`src/rtl/mem_pkg.sv`:
```
// Shared types for the two-requester sdp_ram arbiter: requester ids and
// the per-stage record carried through the read-response pipeline.
package mem_pkg;

    localparam int NREQ   = 2;
    localparam int NREQ_W = (NREQ > 1) ? $clog2(NREQ) : 1;

    typedef logic [NREQ_W-1:0] req_id_t;

    // One slot of the response pipeline: who gets the pulse and whether it is an error.
    typedef struct packed {
        logic    valid;
        req_id_t id;
        logic    err;
    } resp_stage_t;

endpackage

```
`src/rtl/rr_arb2.sv`:
```
// Two-input round-robin arbiter. The pointer names the requester that wins
// a tie; after a grant to requester k the pointer moves to the other one.
// The pointer only moves when i_advance is high, so a grant that is later
// vetoed (read/write collision) keeps its priority.
module rr_arb2 (
    input  logic       clk,
    input  logic       rstn,
    input  logic [1:0] i_req,
    input  logic       i_advance,
    output logic [1:0] o_grant
);

    logic r_ptr;

    // Grant the lone candidate, or the pointed-to one when both request.
    always_comb begin
        o_grant = i_req;
        if (i_req == 2'b11) begin
            o_grant = r_ptr ? 2'b10 : 2'b01;
        end
    end

    // Hand priority to the other requester after every committed grant.
    always_ff @(posedge clk or negedge rstn) begin
        if (!rstn) begin
            r_ptr <= 1'b0;
        end else if (i_advance && (|o_grant)) begin
            r_ptr <= o_grant[0];
        end
    end

endmodule

```
`src/rtl/sdp_ram_arbiter.sv`:
```
// Shares one simple-dual-port RAM (write port A, read port B) between the
// load/store unit (requester 0) and the loader (requester 1). Each port has
// its own round-robin arbiter; responses are routed back through a
// fixed-latency pipeline matching the RAM read latency.
module sdp_ram_arbiter
    import mem_pkg::*;
#(
    parameter int DATAW    = 32,
    parameter int ADDRW    = 32,
    parameter int WORD_LEN = 2,
    parameter int RD_LAT   = 1
) (
    input  logic             clk,
    input  logic             rstn,

    input  logic             req_valid_0,
    output logic             req_ready_0,
    input  logic             req_we_0,
    input  logic [ADDRW-1:0] req_addr_0,
    input  logic [DATAW-1:0] req_wdata_0,
    output logic             resp_valid_0,
    output logic [DATAW-1:0] resp_rdata_0,
    output logic             resp_err_0,

    input  logic             req_valid_1,
    output logic             req_ready_1,
    input  logic             req_we_1,
    input  logic [ADDRW-1:0] req_addr_1,
    input  logic [DATAW-1:0] req_wdata_1,
    output logic             resp_valid_1,
    output logic [DATAW-1:0] resp_rdata_1,
    output logic             resp_err_1,

    output logic             ram_wea,
    output logic [ADDRW-1:0] ram_addra,
    output logic [DATAW-1:0] ram_dina,
    output logic [ADDRW-1:0] ram_addrb,
    input  logic [DATAW-1:0] ram_doutb
);

    // Per-requester views of the request ports.
    logic [NREQ-1:0]  w_valid;
    logic [NREQ-1:0]  w_we;
    logic [NREQ-1:0]  w_mis;
    logic [ADDRW-1:0] w_addr  [NREQ];
    logic [DATAW-1:0] w_wdata [NREQ];

    assign w_valid    = {req_valid_1, req_valid_0};
    assign w_we       = {req_we_1, req_we_0};
    assign w_addr[0]  = req_addr_0;
    assign w_addr[1]  = req_addr_1;
    assign w_wdata[0] = req_wdata_0;
    assign w_wdata[1] = req_wdata_1;

    genvar gi;
    generate
        for (gi = 0; gi < NREQ; gi++) begin : g_mis
            assign w_mis[gi] = |w_addr[gi][WORD_LEN-1:0];
        end
    endgenerate

    // Arbitration: one arbiter per RAM port.
    logic [1:0] w_wcand, w_rcand, w_wgrant, w_rgrant;
    logic       w_coll;

    assign w_wcand = w_valid & w_we;
    assign w_rcand = w_valid & ~w_we;

    rr_arb2 u_wr_arb (
        .clk       (clk),
        .rstn      (rstn),
        .i_req     (w_wcand),
        .i_advance (1'b1),
        .o_grant   (w_wgrant)
    );

    rr_arb2 u_rd_arb (
        .clk       (clk),
        .rstn      (rstn),
        .i_req     (w_rcand),
        .i_advance (!w_coll),
        .o_grant   (w_rgrant)
    );

    // Winning requester on each port and its request fields.
    req_id_t          w_wid, w_rid;
    logic [ADDRW-1:0] w_waddr, w_raddr;
    logic [DATAW-1:0] w_wdat;
    logic             w_wmis, w_rmis, w_wany, w_rany_raw, w_rany;
    logic             w_wr_go, w_rd_go;

    assign w_wid      = req_id_t'(w_wgrant[1]);
    assign w_rid      = req_id_t'(w_rgrant[1]);
    assign w_waddr    = w_addr[w_wid];
    assign w_wdat     = w_wdata[w_wid];
    assign w_raddr    = w_addr[w_rid];
    assign w_wmis     = w_mis[w_wid];
    assign w_rmis     = w_mis[w_rid];
    assign w_wany     = |w_wgrant;
    assign w_rany_raw = |w_rgrant;

    // A same-word read would race the write, so it waits one cycle and then
    // observes the freshly written data.
    assign w_coll = w_wany && w_rany_raw && !w_wmis && !w_rmis &&
                    (w_waddr[ADDRW-1:WORD_LEN] == w_raddr[ADDRW-1:WORD_LEN]);
    assign w_rany = w_rany_raw && !w_coll;

    // Misaligned grants are accepted but never reach the RAM; nothing is
    // driven to the RAM while reset is held.
    assign w_wr_go = w_wany && !w_wmis && rstn;
    assign w_rd_go = w_rany && !w_rmis && rstn;

    assign req_ready_0 = w_wgrant[0] || (w_rgrant[0] && !w_coll);
    assign req_ready_1 = w_wgrant[1] || (w_rgrant[1] && !w_coll);

    // RAM address/data hold their last granted values between grants.
    logic [ADDRW-1:0] r_addra, r_addrb;
    logic [DATAW-1:0] r_dina;

    // Remember the last address/data actually presented to each RAM port.
    always_ff @(posedge clk or negedge rstn) begin
        if (!rstn) begin
            r_addra <= '0;
            r_dina  <= '0;
            r_addrb <= '0;
        end else begin
            if (w_wr_go) begin
                r_addra <= w_waddr;
                r_dina  <= w_wdat;
            end
            if (w_rd_go) begin
                r_addrb <= w_raddr;
            end
        end
    end

    assign ram_wea   = w_wr_go;
    assign ram_addra = w_wr_go ? w_waddr : r_addra;
    assign ram_dina  = w_wr_go ? w_wdat  : r_dina;
    assign ram_addrb = w_rd_go ? w_raddr : r_addrb;

    // Response pipeline. The read lane carries every read grant; the write
    // lane carries error responses for misaligned writes. Both can fill in
    // the same cycle because the two grants always go to different requesters.
    resp_stage_t r_pipe_rd [RD_LAT];
    resp_stage_t r_pipe_wr [RD_LAT];
    resp_stage_t w_push_rd, w_push_wr, w_out_rd, w_out_wr;

    // Build the entries entering the pipeline this cycle.
    always_comb begin
        w_push_rd       = '0;
        w_push_rd.valid = w_rany;
        w_push_rd.id    = w_rid;
        w_push_rd.err   = w_rmis;
        w_push_wr       = '0;
        w_push_wr.valid = w_wany && w_wmis;
        w_push_wr.id    = w_wid;
        w_push_wr.err   = 1'b1;
    end

    // Shift both lanes one stage per cycle; reset drops anything in flight.
    always_ff @(posedge clk or negedge rstn) begin
        if (!rstn) begin
            for (int s = 0; s < RD_LAT; s++) begin
                r_pipe_rd[s] <= '0;
                r_pipe_wr[s] <= '0;
            end
        end else begin
            r_pipe_rd[0] <= w_push_rd;
            r_pipe_wr[0] <= w_push_wr;
            for (int s = 1; s < RD_LAT; s++) begin
                r_pipe_rd[s] <= r_pipe_rd[s-1];
                r_pipe_wr[s] <= r_pipe_wr[s-1];
            end
        end
    end

    assign w_out_rd = r_pipe_rd[RD_LAT-1];
    assign w_out_wr = r_pipe_wr[RD_LAT-1];

    // Route the final stage to the requester it belongs to.
    logic [NREQ-1:0]  w_resp_valid, w_resp_err;
    logic [DATAW-1:0] w_resp_rdata [NREQ];

    generate
        for (gi = 0; gi < NREQ; gi++) begin : g_resp
            logic w_rd_hit, w_wr_hit;
            assign w_rd_hit          = w_out_rd.valid && (w_out_rd.id == req_id_t'(gi));
            assign w_wr_hit          = w_out_wr.valid && (w_out_wr.id == req_id_t'(gi));
            assign w_resp_valid[gi]  = w_rd_hit || w_wr_hit;
            assign w_resp_err[gi]    = (w_rd_hit && w_out_rd.err) || (w_wr_hit && w_out_wr.err);
            assign w_resp_rdata[gi]  = (w_rd_hit && !w_out_rd.err) ? ram_doutb : '0;
        end
    endgenerate

    assign resp_valid_0 = w_resp_valid[0];
    assign resp_err_0   = w_resp_err[0];
    assign resp_rdata_0 = w_resp_rdata[0];
    assign resp_valid_1 = w_resp_valid[1];
    assign resp_err_1   = w_resp_err[1];
    assign resp_rdata_1 = w_resp_rdata[1];

endmodule

```
`config.mk`:
```
export PLATFORM = sky130hd
export DESIGN_NAME = sdp_ram_arbiter
export DESIGN_NICKNAME = d
export VERILOG_FILES = /design/src/rtl/mem_pkg.sv /design/src/rtl/rr_arb2.sv /design/src/rtl/sdp_ram_arbiter.sv
export SDC_FILE = /design/constraint.sdc
export NUM_CORES = 1
export LEC_CHECK = 0
export ABC_AREA = 1
export CAP_MARGIN = 20
export CELL_PAD_IN_SITES_DETAIL_PLACEMENT = 0
export CELL_PAD_IN_SITES_GLOBAL_PLACEMENT = 1
export CORE_MARGIN = 1.5
export CORE_UTILIZATION = 29
export CTS_CLUSTER_SIZE = 8
export DETAILED_ROUTE_END_ITERATION = 8
export PLACE_DENSITY = 0.9
export SYNTH_ARGS = -nofsm -noshare
export SYNTH_HDL_FRONTEND = slang
export SYNTH_SLANG_ARGS = --single-unit
```
`constraint.sdc`:
```
create_clock -name clk -period 4.8 [get_ports clk]
set_clock_uncertainty 0.2 [all_clocks]
set_input_delay 0.96 -clock clk [delete_from_list [all_inputs] [get_ports clk]]
set_output_delay 0.96 -clock clk [all_outputs]
set_load 0.02 [all_outputs]
```
==> results of run 1 <==
path summary, 6_finish.rpt:
kind	endpoint	cells past startpoint
worst max-delay path	ram_addrb[1]	17
worst min-delay path	r_addra[0]$_DFF_PN0_	2
worst max register to register	r_addrb[27]$_DFF_PN0_	19
worst min register to register	r_addra[0]$_DFF_PN0_	2
max in group asynchronous	r_addra[7]$_DFF_PN0_	3
min in group asynchronous	r_addrb[22]$_DFF_PN0_	1
state kept, by name, summed over array words and instances (netlist names):
signal and cells:
r_addra 32, r_addrb 32, r_dina 32, r_pipe_rd 3
r_pipe_wr 3, u_rd_arb.r_ptr 1, u_wr_arb.r_ptr 1
cells in the final DEF, fill, tap and decap left out, types with 7 or more instances in the layout:
master           synthesis  final
inv_1                  118    117
clkdlybuf4s15_2          0     22
buf_12                   0     18
o21ai_2                  0      7
nand3_1                 92     92
clkdlybuf4s50_1          0    231
o31ai_1                 32     32
buf_4                    4    134
o21ai_0                 43     32
clkbuf_16                0     12
o21ai_1                 36     40
dfrtp_1                104    104
buf_6                    2      9
nor2_1                 140    136
nand2_1                422    417
dlygate4sd2_1            0     55
cells by family (layout without fill, tap and decap cells):
| group | Yosys count | count (layout) |
|---|---|---|
| flops | 104 | 104 |
| compound gates | 119 | 119 |
| simple gates | 664 | 665 |
| buf+inv | 185 | 616 |
| other cells | 1 | 2 |
worst max-delay path, delay by kind of cell:
kind / cells / cell delay (ps)
compound gates: 2 / 330
simple gates: 10 / 1050
buf+inv: 5 / 1060
final cells by class:
type | instances | area (um^2) | area share, %
Antenna cell | 1 | 2.50 | 0.0212
Clock buffer | 10 | 239 | 2.02
Clock inverter | 5 | 38.8 | 0.328
Inverter | 123 | 464 | 3.93
Multi-Input combinational cell | 785 | 3460 | 29.3
Sequential cell | 104 | 2600 | 22.0
Tap cell | 285 | 357 | 3.02
Timing Repair Buffer | 478 | 4650 | 39.4
power breakdown:
group | total [uW] | internal [uW] | switching (uW)
registers | 1140 | 1080 | 57.6
logic | 1620 | 733 | 887
clock network | 731 | 368 | 363
through the flow:
step	setup slack, ps	utilization (%)	setup TNS, ps	total power (uW)	hold WS [ps]
finish	230	52.2	0	3490	270
global route	24.3	52.2	0	3700	298
floorplan	935	-	0	1880	264
detailed placement	-361	49.9	-15830	2850	256
global placement	-308	49.9	-12830	2820	246
CTS	4.75	51.1	0	3500	276
routing by layer:
layer  vias up  GRT usage, %
met2       283          39.1
met4         2          6.82
met1      3738          28.9
met5         -             0
met3        43          4.85
li1       4175             -
what timing repair did:
| item | CTS | global route |
|---|---|---|
| hold buffers | 0 | 0 |
| pin swaps | 2 | 6 |
| buffers inserted | 1 | 3 |
| gates cloned | 0 | 5 |
| resized for setup | 142 | 38 |
| hold endpoints to repair | 0 | 0 |
| setup endpoints to repair | 87 | 36 |
==> run_results.csv, run 1 <==
group,metric,value,unit
status,outcome,"finished, final reports clean",
setup_path,cp_common_cell,"nand2_1",
drt,routed_wl,28300,um
sta,setup_viol,0,
setup_path,critPathRequiredTime,3640,ps
drt,routedWlPerCell,15.8,um
synthesis,synth-compound-area-share,10.3,%
layout,instances_no_fill,1791,
die,die_x,155,um
setup_path,endpoint_kind,"output pin",
synthesis,yosys_warnings,0,
global_routing,grt_pass1_wl,42700,um
synthesis,synth.top_cell.area_share,38.9,%
die,io_pins,333,
synthesis,netlist_area,6700,um^2
global_routing,antenna_found_initial,2,
drt,viasPerCell,4.60,
sta,max_slew_margin,63.0,%
sta,period_share,95.2,%
synthesis,ys_seq_area_share,38.9,%
layout,nets,1667,
power,power.density,295,nW/um^2
drt,via_count,8241,
synthesis,synth_area_per_cell,6.24,um^2
drt,firstDrtPassIters,8,
setup_path,rrSetupSlack,2130,ps
drt,wl_met2,13400,um
setup_path,cp.arrival,3410,ps
die,initial_core_util,29.6,%
synthesis,async_flop_share,100,%
clock_tree,cts.sinks,104,
setup_path,rr_startpoint,"u_rd_arb.r_ptr$_DFFE_PN0P_",
synthesis,synthTopCellsByArea,"dfrtp_1 (39%), nand2_1 (24%), nor2_1 (7.8%)",
drt,drcViolationCount,0,
sta,rsz0062_at_grt,"false",
synthesis,yosysTopAreaCell,"dfrtp_1",
synthesis,syn-num-nets,1239,
place,place_area,11300,um^2
clock_tree,root_buffer,"clkbuf_16",
setup_path,path_cells,"dlygate4sd2_1 > nand3_2 > nand2_4 > buf_4 > buf_12 > nand2_1 > o21ai_1 > nand2_1 > nand2_1 > nand2_1 > nor2_1 > nand2_1 > nor2_4 > nand2_4 > buf_12 > a21boi_0 > clkdlybuf4s15_2",
setup_path,critPathMaxFanout,19,
synthesis,synthSimpleGateAreaFrac,39.6,%
clock_tree,worstSkewPairLatency,350,ps
drt,dr_wl_met3,1870,um
clock_tree,cts_buffers,9,
drt,wl_met1,12300,um
clock_tree,tritoncts,"built",
place,dp_cells,1766,
global_routing,grt_pass1_vias,7893,
synthesis,synthXorXnorAreaFrac,0,%
synthesis,yosys.cell_count.top_type,"nand2_1",
synthesis,synthAdderAreaFrac,0,%
hold_path,hold_path.class,"flop to flop",
sta,hold_violations,0,
hold_path,min-delay-start,"r_addra[0]$_DFF_PN0_",
layout,stdcell_area,11800,um^2
place,place.gp.congestion,0.867,
drt,top_layer_used,"met5",
setup_path,slowest_stage,"dlygate4sd2_1",
clock_tree,cts_max_path_buffers,2,
power,vdd_drop_max,0.172,mV
layout,drive_gt1_share,15.4,%
drt,first_iter_violations,536,
die,rows,55,
die,core,22600,um^2
synthesis,synth_edf_count,0,
drt,drtAntennaViolNets,0,
place,dp_hpwl,21400,um
layout,fill_cells,2191,
synthesis,synth_top_family_by_area,"simple AND/OR/NAND/NOR gates",
sta,drv_slew,0,
clock_tree,cts-htree-levels,3,
synthesis,ys_types,26,
die,die_area,24000,um^2
setup_path,start_kind,"input port",
sta,min_period,4570,ps
global_routing,grt_max_degree,39,
sta,worst_pin_slew,555,ps
global_routing,grt_use_total,22.8,%
clock_tree,clk_pin_slew,80,ps
place,io_buffers,332,
setup_path,critical_path_class,"input port to output pin",
sta,max_freq,219,MHz
synthesis,synthFlopType,"dfrtp_1",
synthesis,synth_commonest_cells,"nand2_1 (422), nor2_1 (140), inv_1 (118)",
job,drv_cap,0,
synthesis,ys_seq_elements,104,
synthesis,synth.mux.area_fraction,0,%
layout,areaGrowthSynthToFinish,76.4,%
die,dieHeight,155,um
setup_path,cpPeakStageDelay,310,ps
global_routing,grt_overflow,0,
power,p_leak,0.00633,uW
setup_path,critPathLaunch,"req_valid_0",
synthesis,synthCells,1073,
No activity file was read; power rests on OpenSTA's default activity.
==> run 2: changes to the inputs <==
Settings changed: CORE_MARGIN 1.5 to default.
==> run_results.csv, run 2 (synthesis results as in run 1) <==
group,metric,value,unit
clock_tree,root_buffer,"clkbuf_16",
die,core,22600,um^2
setup_path,rrSetupSlack,1970,ps
power,internal_power,2230,uW
job,drv_cap,0,
clock_tree,worstSkewPairLatency,350,ps
sta,max_freq,213,MHz
setup_path,reg2regPathDepth,20,
clock_tree,clk_pin_slew,80,ps
layout,instances_no_fill,1793,
power,p_leak,0.00632,uW
clock_tree,cts-htree-levels,3,
setup_path,endpoint_kind,"output pin",
place,dp_cells,1762,
sta,max_slew_margin,55.4,%
drt,drtAntennaViolNets,0,
global_routing,grt_pass1_vias,7771,
layout,final_cell_mix,"nand2_1 (410), clkdlybuf4s50_1 (256), nor2_1 (137), buf_4 (130), inv_1 (117)",
drt,via_count,8236,
drt,routed_wl,28400,um
global_routing,grt_pass1_wl,42700,um
layout,stdcell_area,11900,um^2
layout,diodes,0,
setup_path,r2r_end,"u_rd_arb.r_ptr$_DFFE_PN0P_",
clock_tree,cts_max_path_buffers,2,
layout,top_regs,"r_addra: 32 flops, r_addrb: 32 flops, r_dina: 32 flops",
place,place_area,11300,um^2
power,switching_share,37.1,%
hold_path,whs_path_depth,2,
power,pwr-share-comb,47.2,%
power,power.share.sequential,32.1,%
clock_tree,tritoncts,"built",
global_routing,grt_overflow,0,
power,vdd_drop_max,0.175,mV
place,io_buffers,332,
layout,nets,1669,
drt,firstDrtPassIters,5,
die,rows,55,
drt,first_iter_violations,627,
drt,viasPerCell,4.59,
setup_path,start_kind,"input port",
sta,hold_violations,0,
sta,setup_tns,0,ps
setup_path,rr_startpoint,"u_rd_arb.r_ptr$_DFFE_PN0P_",
global_routing,antenna_found_initial,1,
place,dp_hpwl,21100,um
global_routing,grt_use_total,23.3,%
hold_path,hold_end,"r_addra[1]$_DFF_PN0_",
sta,setup_viol,0,
clock_tree,cts_buffers,9,
sta,period_share,97.9,%
setup_path,cp.arrival,3540,ps
setup_path,critPathMaxFanout,19,
sta,drv_slew,0,
die,io_pins,333,
hold_path,hold_path.class,"flop to flop",
die,initial_core_util,29.6,%
layout,layout_commonest_cell,"nand2_1",
die,die_area,23700,um^2
layout,areaGrowthSynthToFinish,78.0,%
die,die_x,154,um
layout,fill_cells,2201,
drt,drcViolationCount,0,
hold_path,min-delay-start,"r_addra[1]$_DFF_PN0_",
sta,worst_pin_slew,669,ps
clock_tree,cts.sinks,104,
power,p_switching,1320,uW
sta,min_period,4700,ps
layout,drive_gt1_share,15.7,%
drt,routedWlPerCell,15.8,um
setup_path,critPathRequiredTime,3640,ps
power,pwr-share-clk,20.7,%
layout,post-route-util,52.7,%
power,power.density,298,nW/um^2
place,place.gp.congestion,0.885,
status,outcome,"finished, final reports clean",
global_routing,grt_max_degree,53,
setup_path,critical_path_class,"input port to output pin",
die,dieHeight,154,um
[run 2: cell types whose count changed in the layout (fill, tap and decap cells not counted), moves of 2 or more]
cell | before | now
clkdlybuf4s50_1 | 231 | 256
dlygate4sd2_1 | 55 | 33
clkdlybuf4s15_2 | 22 | 6
nand2_2 | 3 | 12
nand2_1 | 417 | 410
clkdlybuf4s15_1 | 0 | 6
clkbuf_2 | 2 | 7
buf_2 | 0 | 4
buf_4 | 134 | 130
clkbuf_16 | 12 | 16
o21ai_1 | 40 | 36
o21ai_2 | 7 | 10
clkinv_4 | 1 | 3
nand2_4 | 4 | 2
[run 2: power by group through the flow]
stage | registers, uW | clock network, uW | logic [uW]
3_5_place_dp | 1150 | 0 | 1690
4_1_cts | 1140 | 767 | 1640
3_3_place_gp | 1150 | 0 | 1680
6_report | 1140 | 735 | 1670
2_1_floorplan | 1140 | 0 | 737
5_1_grt | 1160 | 792 | 1810
[run 2: worst max-delay path by stage]
stage | from | endpoint
2_1_floorplan | req_valid_1 | ram_addrb[0]
3_3_place_gp | req_we_1 | ram_addrb[1]
3_5_place_dp | req_we_1 | ram_addrb[0]
4_1_cts | req_valid_1 | ram_addrb[24]
5_1_grt | req_we_0 | ram_addrb[12]
6_report | req_we_0 | ram_addrb[3]
[run 2: worst max-delay path, stage by stage]
cell,delay (ps)
dlygate4sd2_1,270
inv_2,90
nand3_4,110
nand2_8,140
buf_8,140
buf_4,120
clkbuf_16,150
nand2_1,60
o21ai_2,60
nand2_1,90
nand2_2,110
nand2_1,70
nor2_2,120
nand2_1,70
nor2_1,130
nand2_2,120
nand2_2,120
buf_12,150
nand2_1,60
nand2_1,70
clkdlybuf4s15_1,300
[run 2: per-layer routing]
metal | global-route usage (%) | up-vias | wire, um
met2 | 38.7 | 274 | 13500
met5 | 0 | - | 0
met1 | 29.9 | 3735 | 12400
met3 | 5.24 | 37 | 1770
li1 | - | 4190 | -
met4 | 7.29 | 0 | 673
[run 2: cell type report]
type                            count  area [um^2]  share of cell area, %
Timing Repair Buffer              481         4740                   39.7
Sequential cell                   104         2600                   21.8
Tap cell                          285          357                   2.99
Multi-Input combinational cell    784         3470                   29.1
Clock inverter                      6         51.3                  0.430
Clock buffer                       10          239                   2.00
Inverter                          123          464                   3.89
[run 2: through the flow]
| stage | hold WS, ps | setup WS (ps) | total power (uW) |
|---|---|---|---|
| floorplan | 264 | 935 | 1880 |
| global placement | 248 | -345 | 2830 |
| detailed placement | 250 | -376 | 2850 |
| CTS | 269 | 1.53 | 3550 |
| global route | 282 | -5.93 | 3760 |
| finish | 266 | 99.8 | 3550 |
[run 2: timing repair]
action	4_1_cts	5_1_grt
pin swaps	1	8
cloned	1	7
hold buffers	0	0
gates resized for setup	110	52
setup buffers	1	6
endpoints found under the setup margin	90	62
